--- config.mk ---
export PLATFORM = sky130hd
export DESIGN_NAME = hazard_ctrl
export DESIGN_NICKNAME = d
export VERILOG_FILES = /design/src/rtl/hazard_ctrl.sv
export SDC_FILE = /design/constraint.sdc
export NUM_CORES = 1
export LEC_CHECK = 0
export ABC_CLOCK_PERIOD_IN_PS = 2500
export CORE_ASPECT_RATIO = 1.1
export CORE_MARGIN = 8
export CORE_UTILIZATION = 35
export DETAILED_ROUTE_END_ITERATION = 12
export GPL_TIMING_DRIVEN = 0
export PLACE_DENSITY = 0.69
export SLEW_MARGIN = 20
export SYNTH_ARGS = -nofsm -noshare
export SYNTH_HDL_FRONTEND = slang
export SYNTH_SLANG_ARGS = --single-unit
--- constraint.sdc ---
create_clock -name clk -period 2.5 [get_ports clk]
set_input_delay 0.75 -clock clk [delete_from_list [all_inputs] [get_ports clk]]
set_output_delay 0.75 -clock clk [all_outputs]
set_load 0.05 [all_outputs]
--- src/rtl/hazard_ctrl.sv ---
// rtl/hazard_ctrl.sv - load-use / RAW hazard controller with shift scoreboard and stall counter
module hazard_ctrl #(
    parameter int FWD_EN = 1,
    parameter int REG_W  = 3,
    parameter int CNT_W  = 16
) (
    input  logic             clk,
    input  logic             rst,
    input  logic             idValid,
    input  logic [REG_W-1:0] idRs,
    input  logic [REG_W-1:0] idRt,
    input  logic             idRsValid,
    input  logic             idRtValid,
    input  logic [REG_W-1:0] idWriteReg,
    input  logic             idWriteRegValid,
    input  logic             idIsLoad,
    input  logic             flush,
    input  logic             memStall,
    output logic             stall,
    output logic             freeze,
    output logic             exValid,
    output logic [REG_W-1:0] exWriteReg,
    output logic [CNT_W-1:0] stallCnt
);

    // Scoreboard slots. The WB slot is not stored: the register file writes
    // through, so a writer in WB can never hazard and nothing else reads it.
    // Only the EX slot needs the load flag (load-use is detected in EX only).
    logic             ex_v;
    logic [REG_W-1:0] ex_reg;
    logic             ex_ld;
    logic             mem_v;
    logic [REG_W-1:0] mem_reg;

    logic match_ex;
    logic match_mem;
    logic hazard;
    logic insert_bubble;

    // RAW comparison of decode sources against the in-flight writers
    always_comb begin
        match_ex  = ex_v  & ((idRsValid & (idRs == ex_reg))  | (idRtValid & (idRt == ex_reg)));
        match_mem = mem_v & ((idRsValid & (idRs == mem_reg)) | (idRtValid & (idRt == mem_reg)));
        if (FWD_EN != 0) begin
            hazard = match_ex & ex_ld;
        end else begin
            hazard = match_ex | match_mem;
        end
        // flush kills the ID instruction, so it never needs to wait; a frozen
        // pipe cannot advance anyway, so stall is reasserted once it thaws
        stall         = idValid & hazard & ~flush & ~memStall;
        freeze        = memStall;
        insert_bubble = flush | stall | ~idValid;
    end

    assign exValid    = ex_v;
    assign exWriteReg = ex_reg;

    // Advance the scoreboard and stall counter unless the memory freezes the pipe
    always_ff @(posedge clk) begin
        if (rst) begin
            ex_v     <= 1'b0;
            ex_reg   <= '0;
            ex_ld    <= 1'b0;
            mem_v    <= 1'b0;
            mem_reg  <= '0;
            stallCnt <= '0;
        end else if (!memStall) begin
            mem_v   <= ex_v;
            mem_reg <= ex_reg;
            if (insert_bubble) begin
                ex_v   <= 1'b0;
                ex_reg <= '0;
                ex_ld  <= 1'b0;
            end else begin
                // invalid entries are kept clean so a stale specifier never matches
                ex_v   <= idWriteRegValid;
                ex_reg <= idWriteRegValid ? idWriteReg : '0;
                ex_ld  <= idWriteRegValid & idIsLoad;
            end
            if (stall && (stallCnt != '1)) begin
                stallCnt <= stallCnt + 1'b1;
            end
        end
    end

endmodule

==> run summary, run 1 <==
CP required: 1750 ps
Relative slew slack: 0.568
Initial DRC Count: 91
Area grow syn2layout: 40.4%
Dominant cells by area after synthesis: dfxtp_1, a21oi_1, xnor2_1, nand2_1, o31ai_1
Final core utilization: 0.502
First-pass GRT wire length: 5.77 mm
Detail Placement HPWL: 2.59 mm
TritonCTS Buffers: 3
I/O Buffers: 39
N_diodes: 0
Top-count cell post-synth: dfxtp_1
Mean Syn Cell Area: 8.73 µm²
Skew final: 4.06 ps
Status: completed
Setup Viol. Count Final: 0
Crit-path max cell delay: 230 ps
Final Net Count: 201
Finished Layout Cells: 217
DR pass1 iterations: 4
Worst-path cell chain: clkdlybuf4s15_2 -> nor3b_4 -> nand3_2 -> a21o_1 -> inv_4 -> buf_8
Worst-Margin Slew: 645 ps
Cell taking the most area after synthesis: dfxtp_1
Yosys warning total: 0
Synth Register Bits: 21
Critical Path Fanout Max: 3
Wire per inst: 15.1 µm
Die area: 0.00542 mm²
Sw power: 0.000130 W
Ports: 40
Rows: 22
Initial Util: 0.357
Sw frac: 0.233
DR vias: 1,210
Clock sinks: 21
Ys flop type: dfxtp_1
Die Ht: 76.4 µm
RSZ-0062 raised after global routing: true
FFs w/ async S/R, synth: 0
Sequential Power Share: 0.605
Pwr/cell area: 342 mW/mm²
Worst hold slack: 484 ps
GP Congestion: 0.830
CP Launch Type: primary input
Synthesized net count: 152
Placed cells: 208
Final min period: 2430 ps
Worst hold path type: register to register
Internal power: 0.000427 W
# DRC: 0
Worst vdd ir: 0.236 mV
GRT Util Overall: 0.125
Comb pwr share: 0.102
Post-synthesis cell type count: 40
Maxcap violations: 0
Hold_buf cts: 0
Post-synth EDFFs: 0
H-tree level count: 1
Leak: 0.555 nW
Remaining Overflow, GRT: 0
Critical path class: primary input to output port
Design Power: 0.000557 W
Vias in the first global route: 1,245
Initial antenna violation count: 0
Root buffer cell: clkbuf_4
Clock-pin slew on the worst setup and hold paths: 120 ps
Post-Syn Area: 0.00116 mm²
Maximum clock frequency: 411 MHz
Fin. max-slew vios: 0
Clk buf depth: 2
Crit share post-route: 0.973
Worst-Skew Late Latency: 300 ps
Fraction of layout cells with a size suffix above 1: 0.177
Crit-path slowest cell: a21o_1
Core box area: 0.00325 mm²
Largest net degree at the start of global routing: 19
Clock power frac: 0.293
Post-synthesis sequential area ratio: 0.362
CTS tree: done
CP arrival: 1680 ps
CP endpoint kind: output port
Drt via density: 5.58
Top cell type's share of synthesized area: 0.362
Die X: 70.9 µm
Antenna Nets Post-Route: 0
Syn Inst Count: 133
Fillers: 320
Top cells by count, synth: dfxtp_1, a21oi_1, nand2_1, nand4_1
Final WL: 3.29 mm
Final hold viol count: 0
## path summary, 6_finish.rpt
check / startpoint / endpoint / slack (ps) / cells after the start
worst max-delay path: flush / stall / 70 / 6
worst min-delay path: ex_ld / ex_ld / 480 / 2
worst max register to register: stallCnt[6] / stallCnt[12] / 330 / 5
worst min register to register: ex_ld / ex_ld / 480 / 2
## power by group through the flow
stage	registers [W]	logic (W)	clock network, W
floorplan	0.000348	0.0000197	0
detailed placement	0.000345	0.0000630	0
global placement	0.000345	0.0000617	0
finish	0.000337	0.0000567	0.000163
CTS	0.000337	0.0000585	0.000171
global route	0.000338	0.0000613	0.000186
## cell usage in the layout (no fill, tap or decap), types with 3 or more instances in the layout
master,Yosys,routed
nor2_1,5,5
clkbuf_1,3,3
clkdlybuf4s50_1,0,26
nand3_1,5,5
buf_2,2,6
inv_1,4,3
o41ai_1,3,3
nand4_1,7,7
or4_1,6,6
clkbuf_2,0,3
nand2_1,12,12
clkbuf_4,0,3
nor3_1,4,4
dfxtp_1,21,21
mux2_2,3,3
o31ai_1,6,6
buf_4,2,9
dlygate4sd2_1,0,3
a21oi_1,15,15
xnor2_1,6,6
## registers in the layout, summed over array words and instances, names as in the netlist
signal / flops
ex_ld: 1
exValid: 1
stallCnt: 16
exWriteReg: 3
## per-layer routing
metal,track usage,wire (µm),up-vias
met5,0,0,-
met4,0.0208,10,0
met3,0.0474,255,2
met2,0.223,1600,40
met1,0.137,1420,570
li1,-,-,598
## cells by family after synthesis
family / count (synthesis) / synth area share
AND/OR/NAND/NOR: 57 / 0.313
AO/OA/AOI/OAI: 33 / 0.186
flip-flops: 21 / 0.362
buffers and inverters: 12 / 0.0539
XOR/XNOR: 6 / 0.0453
multiplexers: 3 / 0.0291
adder cells (fa/ha/maj): 1 / 0.0108
## layout make-up
class,count,area [µm²],share of cell area
Inverter,4,17.5,0.0107
Buffer,6,32.5,0.0200
Multi-Input combinational cell,100,678,0.416
Tap cell,36,45.0,0.0276
Timing Repair Buffer,46,410,0.252
Clock buffer,4,26.3,0.0161
Sequential cell,21,420,0.258
## metrics by stage
step | TNS [ps] | area [µm²] | setup WS [ps]
3_5_place_dp | -8670 | 1600 | -1450
5_1_grt | -51.3 | 1630 | -50.4
2_1_floorplan | 0 | 1170 | 6.32
4_1_cts | 0 | 1660 | 3.04
6_report | 0 | 1630 | 67.2
3_3_place_gp | -8100 | 1600 | -1430
## timing repair
action,4_1_cts,5_1_grt
endpoints found under the setup margin,14,2
gates resized for setup,38,3
cloned,0,0
setup buffers,7,0
pin swaps,11,5
## critical path, delay by kind of cell
kind                   cells  cell delay, ps
and+or+nand+nor            2             300
buffers and inverters      3             410
AOI/OAI and AO/OA          1             230
(Power assumes the default switching activity.)
==> run 2: changes to the inputs <==
HOLD_SLACK_MARGIN = 0.06   (was not set)
==> results of run 2 <==
Same layout as run 1: the final DEF is identical, and so are final timing and power.
